<file path="config.mk">
export PLATFORM = sky130hd
export DESIGN_NAME = lsu_lsq_deq_ctrl
export DESIGN_NICKNAME = d
export VERILOG_FILES = /design/src/rtl/lsu_lsq_deq_ctrl.sv
export SDC_FILE = /design/constraint.sdc
export NUM_CORES = 1
export LEC_CHECK = 0
export ABC_AREA = 1
export CORE_ASPECT_RATIO = 1.75
export CORE_MARGIN = 5
export CORE_UTILIZATION = 37
export DETAILED_ROUTE_END_ITERATION = 8
export PLACE_DENSITY = 0.79
export SKIP_CTS_REPAIR_TIMING = 1
export SLEW_MARGIN = 10
export SYNTH_ARGS = -nofsm -noshare
export SYNTH_HDL_FRONTEND = slang
export SYNTH_SLANG_ARGS = --single-unit
</file>
<file path="constraint.sdc">
create_clock -name clk -period 2.15 [get_ports clk]
set_clock_uncertainty 0.05 [all_clocks]
set_input_delay 0.43 -clock clk [delete_from_list [all_inputs] [get_ports clk]]
set_output_delay 0.43 -clock clk [all_outputs]
set_load 0.02 [all_outputs]
</file>
<file path="src/rtl/lsu_lsq_deq_ctrl.sv">
// In-order LSQ dequeue/commit controller.
// Watches the LSQ head entry, retires loads and excepting entries directly,
// and runs ROB-grant -> D-cache request/response before retiring stores.
// Ports:
//   clk, rst_n             clock, async active-low reset
//   flush                  synchronous pipeline flush
//   lsq_*_vec_i / *_flat_i per-entry status published by the LSQ entries
//   rob_commit_*           ROB store commit grant
//   st_req_* / st_resp_*   D-cache store port handshake
//   lsq_entry_invld_vec_o  one-hot dequeue strobe (combinational, fire cycle)
//   lsu_rob_cmpl_*_o       registered one-cycle completion report to the ROB
//   lsq_head_ptr_o         current head pointer
module lsu_lsq_deq_ctrl #(
  parameter int unsigned LSQ_DEPTH                 = 8,
  parameter int unsigned LSQ_PTR_WIDTH             = 3,
  parameter int unsigned LSQ_ENTRY_ROB_INDEX_WIDTH = 4,
  parameter int unsigned EXCEPTION_CAUSE_WIDTH     = 4
) (
  input  logic                                                clk,
  input  logic                                                rst_n,
  input  logic                                                flush,
  input  logic [LSQ_DEPTH-1:0]                                lsq_vld_vec_i,
  input  logic [LSQ_DEPTH-1:0]                                lsq_ls_vec_i,
  input  logic [LSQ_DEPTH-1:0]                                lsq_succ_vec_i,
  input  logic [LSQ_DEPTH-1:0]                                lsq_exception_vld_vec_i,
  input  logic [LSQ_DEPTH*LSQ_ENTRY_ROB_INDEX_WIDTH-1:0]      lsq_rob_index_flat_i,
  input  logic [LSQ_DEPTH*EXCEPTION_CAUSE_WIDTH-1:0]          lsq_ecause_flat_i,
  input  logic                                                rob_commit_vld_i,
  input  logic [LSQ_ENTRY_ROB_INDEX_WIDTH-1:0]                rob_commit_rob_index_i,
  output logic                                                st_req_vld_o,
  input  logic                                                st_req_rdy_i,
  output logic [LSQ_PTR_WIDTH-1:0]                            st_req_lsq_index_o,
  input  logic                                                st_resp_vld_i,
  output logic [LSQ_DEPTH-1:0]                                lsq_entry_invld_vec_o,
  output logic                                                lsu_rob_cmpl_vld_o,
  output logic [LSQ_ENTRY_ROB_INDEX_WIDTH-1:0]                lsu_rob_cmpl_rob_index_o,
  output logic                                                lsu_rob_cmpl_exception_vld_o,
  output logic [EXCEPTION_CAUSE_WIDTH-1:0]                    lsu_rob_cmpl_ecause_o,
  output logic [LSQ_PTR_WIDTH-1:0]                            lsq_head_ptr_o
);

  localparam int unsigned RW = LSQ_ENTRY_ROB_INDEX_WIDTH;
  localparam int unsigned EW = EXCEPTION_CAUSE_WIDTH;
  localparam int unsigned PW = LSQ_PTR_WIDTH;

  typedef enum logic [1:0] {
    IDLE    = 2'd0,
    ST_REQ  = 2'd1,
    ST_WAIT = 2'd2,
    DRAIN   = 2'd3
  } state_e;

  state_e          state_q, state_d;
  logic [PW-1:0]   head_q, head_d;
  logic            st_req_vld_q, st_req_vld_d;
  logic [PW-1:0]   st_req_idx_q, st_req_idx_d;
  logic            cmpl_vld_q, cmpl_vld_d;
  logic [RW-1:0]   cmpl_rob_q, cmpl_rob_d;
  logic            cmpl_exc_q, cmpl_exc_d;
  logic [EW-1:0]   cmpl_ecause_q, cmpl_ecause_d;

  logic            retire_c;
  logic            retire_exc_c;

  // Unpack the flat per-entry fields so the head can select them directly
  logic [RW-1:0] rob_idx_arr [LSQ_DEPTH];
  logic [EW-1:0] ecause_arr  [LSQ_DEPTH];

  for (genvar i = 0; i < LSQ_DEPTH; i++) begin : g_unpack
    assign rob_idx_arr[i] = lsq_rob_index_flat_i[i*RW +: RW];
    assign ecause_arr[i]  = lsq_ecause_flat_i[i*EW +: EW];
  end

  logic          head_vld_c, head_ls_c, head_succ_c, head_exc_c;
  logic [RW-1:0] head_rob_c;
  logic [EW-1:0] head_ecause_c;

  // Head entry status
  always_comb begin
    head_vld_c    = lsq_vld_vec_i[head_q];
    head_ls_c     = lsq_ls_vec_i[head_q];
    head_succ_c   = lsq_succ_vec_i[head_q];
    head_exc_c    = lsq_exception_vld_vec_i[head_q];
    head_rob_c    = rob_idx_arr[head_q];
    head_ecause_c = ecause_arr[head_q];
  end

  // Next-state, head and retire decision
  always_comb begin
    state_d      = state_q;
    head_d       = head_q;
    retire_c     = 1'b0;
    retire_exc_c = 1'b0;

    if (flush && (state_q != DRAIN)) begin
      // An accepted store must still see its response, so ST_WAIT drains
      head_d  = '0;
      state_d = (state_q == ST_WAIT) ? DRAIN : IDLE;
    end else begin
      unique case (state_q)
        IDLE: begin
          if (head_vld_c) begin
            if (head_exc_c) begin
              retire_c     = 1'b1;
              retire_exc_c = 1'b1;
            end else if (!head_ls_c && head_succ_c) begin
              retire_c = 1'b1;
            end else if (head_ls_c && head_succ_c && rob_commit_vld_i &&
                         (rob_commit_rob_index_i == head_rob_c)) begin
              state_d = ST_REQ;
            end
          end
        end
        ST_REQ: begin
          if (st_req_rdy_i) state_d = ST_WAIT;
        end
        ST_WAIT: begin
          if (st_resp_vld_i) begin
            retire_c = 1'b1;
            state_d  = IDLE;
          end
        end
        DRAIN: begin
          if (st_resp_vld_i) state_d = IDLE;
        end
        default: state_d = IDLE;
      endcase
      if (retire_c) head_d = head_q + PW'(1);
    end
  end

  // Registered output next values
  always_comb begin
    st_req_vld_d  = (state_d == ST_REQ);
    st_req_idx_d  = st_req_vld_d ? head_d : '0;
    cmpl_vld_d    = retire_c;
    cmpl_rob_d    = retire_c ? head_rob_c : '0;
    cmpl_exc_d    = retire_exc_c;
    cmpl_ecause_d = retire_exc_c ? head_ecause_c : '0;
  end

  always_ff @(posedge clk or negedge rst_n) begin
    if (!rst_n) begin
      state_q       <= IDLE;
      head_q        <= '0;
      st_req_vld_q  <= 1'b0;
      st_req_idx_q  <= '0;
      cmpl_vld_q    <= 1'b0;
      cmpl_rob_q    <= '0;
      cmpl_exc_q    <= 1'b0;
      cmpl_ecause_q <= '0;
    end else begin
      state_q       <= state_d;
      head_q        <= head_d;
      st_req_vld_q  <= st_req_vld_d;
      st_req_idx_q  <= st_req_idx_d;
      cmpl_vld_q    <= cmpl_vld_d;
      cmpl_rob_q    <= cmpl_rob_d;
      cmpl_exc_q    <= cmpl_exc_d;
      cmpl_ecause_q <= cmpl_ecause_d;
    end
  end

  // Dequeue strobe is valid in the fire cycle itself
  assign lsq_entry_invld_vec_o        = retire_c ? (LSQ_DEPTH'(1) << head_q) : '0;
  assign st_req_vld_o                 = st_req_vld_q;
  assign st_req_lsq_index_o           = st_req_idx_q;
  assign lsu_rob_cmpl_vld_o           = cmpl_vld_q;
  assign lsu_rob_cmpl_rob_index_o     = cmpl_rob_q;
  assign lsu_rob_cmpl_exception_vld_o = cmpl_exc_q;
  assign lsu_rob_cmpl_ecause_o        = cmpl_ecause_q;
  assign lsq_head_ptr_o               = head_q;

endmodule

</file>
[Word level (Yosys, flattened, before mapping)]
Index checks and enable logic that the tools add are counted.
Operators by class
  $lt $le $gt $ge: 2
  eq/ne operators: 6
  reductions and logical operators: 8
  mux-type cells: 40
  add/sub/neg operators: 1
  bitwise operators: 1
  shifts and indexed selects: 1
Operators by type and width (count)
  4-bit binary-select mux with 3-bit select: 2
  4-bit two-way mux: 6
  2-bit two-way mux: 8
  1-bit two-way mux: 14
  1-bit binary-select mux with 3-bit select: 4
  3-bit two-way mux: 3
  8-bit two-way mux: 1
  1-bit by 3-bit << shifter with 8-bit output (first input constant): 1
  2-bit one-hot mux with 3 select lines: 1
  1-bit logical AND: 5
  2-bit by 1-bit == test with 1-bit output (second input constant): 2
  2-bit == test (second input constant): 2
  4-bit == test: 1
  4-bit >= comparator (second input constant): 1
  3-bit by 4-bit less-than comparator with 1-bit output (second input constant): 1
  3-bit inverter with 4-bit output: 1
  3-bit by 1-bit adder with 3-bit output (second input constant): 1
  2-bit zero test: 1
  2-bit != test (second input constant): 1
  1-bit one-hot mux with 2 select lines: 1
  2-bit OR reduction: 1
  1-bit zero test: 1
Storage, ports and cells
  flip-flop bits (word level): 19
  output and inout bits: 25

[Logic depth before layout (Yosys ltp)]
Gate-level depths: netlist (run 1).
  word-level depth: 14
  depth in mapped cells: 14
  gate-level depth less buffers: 13

[Worst setup path before layout (run 1)]
No wires, ideal clock.
  kind: reg-to-output
  start: register head_q[0] (netlist: lsq_head_ptr_o[0])
  end: output lsq_entry_invld_vec_o[0]
  slack: -259 ps
  buffers on the path: 1
  cell stages (with the launch flop): 12
  data required time: 1670 ps
  data arrival time: 1929 ps
  cell sequence: dfrtp_1 > inv_2 > buf_6 > nand2_1 > nand3_1 > nand2_1 > nand2_1 > a21boi_1 > nand2_1 > nand2_2 > nand2_2 > nor3_1
On the way
  longest elaborated chain between the ends: 11
  elaborated cells on any way between the ends: 18
  classes of those cells: 1 x shift; 15 x mux; 2 x reduce/logical
RTL lines
  start: declaration: RTL line 54  | logic [PW-1:0] head_q, head_d;
  start signal: assignment: RTL line 145  | head_q <= '0;
  start signal: assignment: RTL line 154  | head_q <= head_d;
  1-bit binary-select mux with 3-bit select: RTL line 81  | head_ls_c = lsq_ls_vec_i[head_q];
  1-bit two-way mux (not written as such): RTL line 81
  1-bit zero test: RTL line 106  | end else if (!head_ls_c && head_succ_c) begin
  1-bit logical AND: RTL line 106
  1-bit two-way mux: RTL line 106
  1-bit two-way mux: RTL line 103  | if (head_exc_c) begin
  1-bit two-way mux: RTL line 102  | if (head_vld_c) begin
  1-bit one-hot mux with 2 select lines: RTL line 100  | unique case (state_q)
  1-bit two-way mux (2 in series): RTL line 95  | if (flush && (state_q != DRAIN)) begin
  8-bit two-way mux *: RTL line 165  | assign lsq_entry_invld_vec_o = retire_c ? (LSQ_DEPTH'(1) << head_q) : '0;
  end: declaration: RTL line 34  | output logic [LSQ_DEPTH-1:0] lsq_entry_invld_vec_o,
Mark *: on every way between the ends. The rest lies on a longest branch, timed or not. The select of a mux whose other input is x is not followed.

[Worst setup path after layout (run 1)]
  start: input lsq_vld_vec_i[1]
  end: output lsq_entry_invld_vec_o[0]
On the way
  longest elaborated chain between the ends: 7
RTL lines
  start: declaration: RTL line 22  | input logic [LSQ_DEPTH-1:0] lsq_vld_vec_i,
  1-bit binary-select mux with 3-bit select: RTL line 80  | head_vld_c = lsq_vld_vec_i[head_q];
  1-bit two-way mux (not written as such): RTL line 80
  1-bit two-way mux: RTL line 102
  1-bit one-hot mux with 2 select lines: RTL line 100
  1-bit two-way mux (2 in series): RTL line 95
  8-bit two-way mux: RTL line 165
No other way between the ends. The select of a mux whose other input is x is not followed.

==> summary.txt, run 1 <==
Clock tree
  • H-tree levels: 1
  • CTS tree: built
  • CTS sink count: 19
  • Clk root buf: clkbuf_8
  • Clock Path Buffers: 2
  • Clk_lat worst skew: 0.26 ns
  • TritonCTS Buffers: 3
  • CTS clock-pin slew for the worst setup and hold paths: 0.08 ns

Cells and area
  • Most common cell after layout, fill and taps aside: clkdlybuf4s50_1
  • FF/Latch Area: 478 um^2
  • Final-stage net count: 618
  • Multi-input logic area: 0.00127 mm^2
  • # fillers: 499
  • Commonest cells after routing, fill and taps aside: clkdlybuf4s50_1, nand2_1, inv_1, nand3_1, buf_4
  • Layout cells sized above 1: 13.3%
  • # diodes: 0
  • Finished Cell Area: 0.00374 mm^2
  • Area grow syn2layout: 82.4%

Worst setup path
  • Slowest-stage cell, CP: clkdlybuf4s50_1
  • Kind of cell adding the most delay to the critical path: simple AND/OR/NAND/NOR gates
  • Crit. End Element: output pin
  • Highest cell delay on the worst timing path: 0.46 ns
  • Largest fanout on the critical path: 5
  • Critical path class: in2out
  • Crit path launch type: input port
  • Worst path arrival time: 2.02 ns
  • Critical path buffer and inverter count: 3
  • WP data required: 1.67 ns
  • Crit-path cells: clkdlybuf4s50_1 > inv_1 > nand2_1 > nand3_1 > nand2_1 > nand2_2 > a21boi_2 > nand2_2 > nand2_4 > nand2_8 > nor3_4 > buf_6

Logic synthesis
  • Number of flops mapped to enable cells by yosys: 0
  • Post-synth cell types: 28
  • Synth Area per Inst: 5.74 um^2
  • YS warnings: 0
  • Main flop type after synthesis: dfrtp_1
  • Synthesized flop and latch total: 19
  • Post-synth net total: 469
  • Seq/Total Area, Yosys: 23.2%
  • Ys async rst share: 100%
  • Mapped Cells: 357
  • Synthesized cell area: 0.00205 mm^2

Routing
  • TritonRoute pass-1 iters: 6
  • Routed via count: 2704
  • Detail Route Antenna Nets: 0
  • Vias per inst: 4.65
  • DRC viols: 0
  • Wire per inst: 13.4 um
  • Initial DRC Count: 169
  • DRT Wirelength: 7.77 mm

Pwr
  • Total power: 2990 uW
  • Leak Pwr: 0.00196 uW
  • Power Dens Cells: 799 mW/mm^2
  • Worst vdd ir: 0.823 mV

Floorplan
  • Die ar.: 0.00719 mm^2
  • Core ar.: 0.00550 mm^2
  • Die W: 66.3 um
  • Die Y: 108 um
  • Initial Util: 37.3%
  • Std-Cell Rows: 36
  • Boundary pin count: 131

Placement
  • GP Congestion: 0.829
  • DP Area: 0.00360 mm^2
  • DP Wirelength: 6.17 mm
  • PortBufs: 130
  • Pre-CTS setup slack: -0.816 ns

STA
  • Fin. Hold Viols: 0
  • Hold slack: 0.442 ns
  • Final min period: 2.50 ns
  • Fin. max-slew vios: 0
  • Slew margin rel.: 76.3%
  • Final Setup Violations: 8
  • Final setup margin: -0.348 ns
  • Max Clk Rate: 400 MHz
  • RSZ-0062 raised after global routing: yes
  • Final setup TNS: -2.55 ns
  • Period Utilization, post-route: 116%
  • Worst-Margin Slew: 0.356 ns

Status
  • Status: finished with violations
  • Failing checks: setup timing

Global routing
  • Total grt overflow: 0
  • Vias in the first global route: 2711
  • First-pass GRT wire length: 11.9 mm
  • Overall routing resource usage: 21.1%
  • Initial antenna violation count: 0
  • Largest net degree at the start of global routing: 36

Min path
  • Worst Hold Class: in2async

Flow run
  • Max_cap viols: 0
==> area by class of cell <==
type	count	share of cell area, %
Sequential cell	19	12.8
Clock inverter	1	0.201
Tap cell	76	2.54
Timing Repair Buffer	161	41.8
Clock buffer	3	1.10
Inverter	74	7.53
Multi-Input combinational cell	247	34.1
==> flip-flops by register name, summed over array words and instances, names as in the netlist <==
| signal | cells |
|---|---|
| lsu_rob_cmpl_exception_vld_o | 1 |
| lsu_rob_cmpl_ecause_o | 4 |
| lsu_rob_cmpl_vld_o | 1 |
| lsu_rob_cmpl_rob_index_o | 4 |
| st_req_lsq_index_o | 3 |
| state_q | 2 |
| lsq_head_ptr_o | 3 |
| st_req_vld_o | 1 |
==> logic make-up (layout without fill, tap and decap cells) <==
logic type / after synthesis / count (layout) / share of synthesized area [%]
flip-flops: 19 / 19 / 23.2
buffers and inverters: 92 / 239 / 20.0
adder cells (fa/ha/maj): 6 / 6 / 3.66
XOR/XNOR: 1 / 1 / 0.427
AO/OA/AOI/OAI: 29 / 29 / 9.28
AND/OR/NAND/NOR: 210 / 211 / 43.5
==> layer usage <==
layer  wire length (um)  global-route usage (%)  vias up
met3                357                    2.08       11
li1                   -                       -     1388
met1               2770                    22.2     1230
met5                  0                       0        -
met2               4480                    41.7       75
met4                157                    7.12        0
==> worst paths after layout <==
kind / from / end / slack, ns / cells past startpoint
max: lsq_vld_vec_i[1] / lsq_entry_invld_vec_o[0] / -0.35 / 12
max in group asynchronous: rst_n / lsq_head_ptr_o[1] / 1.39 / 2
min reg2reg: state_q[1] / state_q[0] / 0.62 / 3
min: rst_n / lsq_head_ptr_o[0] / 0.44 / 2
min in group clk: state_q[1] / state_q[0] / 0.62 / 3
max reg2reg: lsq_head_ptr_o[0] / st_req_lsq_index_o[2] / 0.02 / 14
==> synth_stat cells (all sizes together), types with 2 or more instances <==
cell	count	area, um^2
a32o	4	40.0
nand2	128	485
a21oi	13	65.1
buf	17	128
a211oi	4	30.0
inv	73	274
nand3b	2	15.0
nand3	48	245
dfrtp	19	475
nor3	6	45.0
a22oi	4	30.0
ha	6	75.1
nor2	25	93.8
o21ai	2	10.0
==> where the power goes <==
part / leakage [uW] / internal [uW] / switching (uW)
Sequential: 0.000257 / 452 / 45.9
Clock: 0.0000217 / 131 / 127
Combinational: 0.00168 / 999 / 1230
Total: 0.00196 / 1580 / 1400
==> per-stage QoR <==
stage               utilization (%)  instances
floorplan                         -        357
global placement               65.6        574
detailed placement             65.6        574
CTS                            66.5        578
global route                   68.0        581
finish                         68.0        581
(Power assumes the default switching activity.)
==> run 2, diff against run 1 <==
--- a/config.mk
+++ b/config.mk
@@ -12,7 +12,6 @@
 export DETAILED_ROUTE_END_ITERATION = 8
 export PLACE_DENSITY = 0.79
 export SKIP_CTS_REPAIR_TIMING = 1
-export SLEW_MARGIN = 10
 export SYNTH_ARGS = -nofsm -noshare
 export SYNTH_HDL_FRONTEND = slang
 export SYNTH_SLANG_ARGS = --single-unit
==> results of run 2 <==
Final layout, timing and power as in run 1 (identical DEF).
==> run 3, diff against run 2 <==
--- a/config.mk
+++ b/config.mk
@@ -8,9 +8,11 @@
 export ABC_AREA = 1
 export CORE_ASPECT_RATIO = 1.75
 export CORE_MARGIN = 5
-export CORE_UTILIZATION = 37
+export CORE_UTILIZATION = 38
+export CTS_BUF_LIST = sky130_fd_sc_hd__clkbuf_8
+export CTS_CLUSTER_DIAMETER = 120
 export DETAILED_ROUTE_END_ITERATION = 8
-export PLACE_DENSITY = 0.79
+export PLACE_DENSITY = 0.81
 export SKIP_CTS_REPAIR_TIMING = 1
 export SYNTH_ARGS = -nofsm -noshare
 export SYNTH_HDL_FRONTEND = slang
==> summary.txt, run 3 (same netlist as run 1, synthesis figures left out) <==
Cells and area
  • FF/Latch Area: 478 um^2 (unchanged)
  • Area grow syn2layout: 81.8% (was 82.4%)
  • Finished Cell Area: 0.00373 mm^2 (was 0.00374 mm^2)
  • Layout Utilization: 70.9% (was 68.0%)
  • Final-stage net count: 618 (unchanged)
  • Multi-input logic area: 0.00128 mm^2 (was 0.00127 mm^2)
  • # diodes: 0 (unchanged)
  • Commonest cells after routing, fill and taps aside: nand2_1, clkdlybuf4s50_1, inv_1, nand3_1, buf_4 (was clkdlybuf4s50_1, nand2_1, inv_1, nand3_1, buf_4)
  • # fillers: 471 (was 499)
  • Layout cells sized above 1: 13.5% (was 13.3%)

Global routing
  • Largest net degree at the start of global routing: 33 (was 36)
  • First-pass GRT wire length: 11.7 mm (was 11.9 mm)
  • Vias in the first global route: 2643 (was 2711)
  • Initial antenna violation count: 0 (unchanged)
  • Overall routing resource usage: 20.9% (was 21.1%)
  • Total grt overflow: 0 (unchanged)

Floorplan
  • Initial Util: 39.0% (was 37.3%)
  • Die ar.: 0.00702 mm^2 (was 0.00719 mm^2)
  • Die W: 65.5 um (was 66.3 um)
  • Core ar.: 0.00526 mm^2 (was 0.00550 mm^2)
  • Std-Cell Rows: 35 (was 36)
  • Boundary pin count: 131 (unchanged)
  • Die Y: 107 um (was 108 um)

Worst setup path
  • Critical path class: in2out (unchanged)
  • Crit path launch type: input port (unchanged)
  • Crit. End Element: output pin (unchanged)
  • Largest fanout on the critical path: 5 (unchanged)
  • Worst path arrival time: 1.99 ns (was 2.02 ns)
  • WP data required: 1.67 ns (about the same)

Routing
  • Initial DRC Count: 121 (was 169)
  • DRT Wirelength: 7.60 mm (was 7.77 mm)
  • DRC viols: 0 (unchanged)
  • Wire per inst: 13.6 um (was 13.4 um)
  • Vias per inst: 4.77 (was 4.65)
  • Detail Route Antenna Nets: 0 (unchanged)
  • TritonRoute pass-1 iters: 4 (was 6)
  • Routed via count: 2672 (was 2704)

STA
  • Hold slack: 0.451 ns (was 0.442 ns)
  • Period Utilization, post-route: 115% (was 116%)
  • Worst-Margin Slew: 0.318 ns (was 0.356 ns)
  • Final min period: 2.47 ns (was 2.50 ns)
  • Fin. Hold Viols: 0 (unchanged)
  • Max Clk Rate: 404 MHz (was 400 MHz)
  • Slew margin rel.: 78.8% (was 76.3%)
  • Fin. max-slew vios: 0 (unchanged)
  • RSZ-0062 raised after global routing: yes (unchanged)
  • Final Setup Violations: 8 (unchanged)
  • Final setup margin: -0.323 ns (was -0.348 ns)

Min path
  • Worst Hold Class: in2async (unchanged)

Placement
  • GP Congestion: 0.823 (was 0.829)
  • DP Area: 0.00358 mm^2 (was 0.00360 mm^2)
  • DP Wirelength: 6.25 mm (was 6.17 mm)
  • PortBufs: 130 (unchanged)

Clock tree
  • Clock Path Buffers: 2 (unchanged)
  • H-tree levels: 1 (unchanged)
  • CTS clock-pin slew for the worst setup and hold paths: 0.08 ns (about the same)
  • Clk root buf: clkbuf_8 (unchanged)
  • Clk_lat worst skew: 0.26 ns (about the same)
  • CTS sink count: 19 (unchanged)
  • CTS tree: built (unchanged)
  • TritonCTS Buffers: 3 (unchanged)

Pwr
  • Leak Pwr: 0.00197 uW (was 0.00196 uW)
  • Worst vdd ir: 0.769 mV (was 0.823 mV)
  • Power Dens Cells: 800 mW/mm^2 (was 799 mW/mm^2)

Status
  • Failing checks: setup timing (unchanged)
  • Status: finished with violations (unchanged)

Flow run
  • Max_cap viols: 0 (unchanged)
==> run 3: cell count changes in the layout (fill, tap and decap cells not counted) <==
cell	before	now
nand3_2	1	2
xor2_2	0	1
buf_6	6	7
buf_4	31	30
nand3_1	47	46
xor2_1	1	0
nand2_1	121	122
nand2_2	5	4
==> run 3: critical path, cell delays in order <==
cell	delay (ns)
clkdlybuf4s50_1	0.45
inv_1	0.04
nand2_1	0.06
nand3_2	0.07
nand2_1	0.08
nand2_2	0.07
a21boi_2	0.18
nand2_2	0.10
nand2_4	0.13
nand2_8	0.09
nor3_4	0.15
buf_6	0.14
==> run 3: layout make-up <==
type / count / share of cell area (%)
Timing Repair Buffer: 161 / 42.0
Multi-Input combinational cell: 247 / 34.5
Sequential cell: 19 / 12.8
Inverter: 74 / 7.56
Tap cell: 55 / 1.85
Clock buffer: 3 / 1.11
Clock inverter: 1 / 0.201
==> run 3: metal layers <==
layer  vias up  global-route usage [%]  wire (um)
met5         -                       0          0
met1      1204                    21.6       2730
li1       1385                       -          -
met2        69                    41.1       4400
met3        14                    1.99        287
met4         0                    8.31        181
==> run 3: per-stage QoR <==
step	setup TNS (ns)	setup WS, ns	cells	power, uW
after global placement	-6.21	-0.784	553	2520
after CTS	-6.78	-0.870	557	2820
after floorplan	-0.284	-0.0620	357	1750
final	-2.37	-0.323	560	2980
after global routing	-4.17	-0.483	560	3230
after detailed placement	-6.93	-0.853	553	2560
==> run 3: where the power goes <==
group          internal, uW  leakage [uW]  switching [uW]
Combinational          1000       0.00169            1230
Sequential              452      0.000257            50.7
Clock                   130     0.0000217             121
Total                  1580       0.00197            1400
==> run 3: worst paths after layout <==
kind                                            end         startpoint  cells past startpoint  slack, ns
setup / recovery           lsq_entry_invld_vec_o[0]   lsq_vld_vec_i[5]                     12      -0.32
setup reg to reg              st_req_lsq_index_o[1]  lsq_head_ptr_o[0]                     14       0.07
hold / removal                    lsq_head_ptr_o[2]              rst_n                      2       0.45
hold reg to reg                          state_q[1]         state_q[0]                      4       0.62
min in group clk                         state_q[1]         state_q[0]                      4       0.62
max in group asynchronous         lsq_head_ptr_o[0]              rst_n                      2       1.38
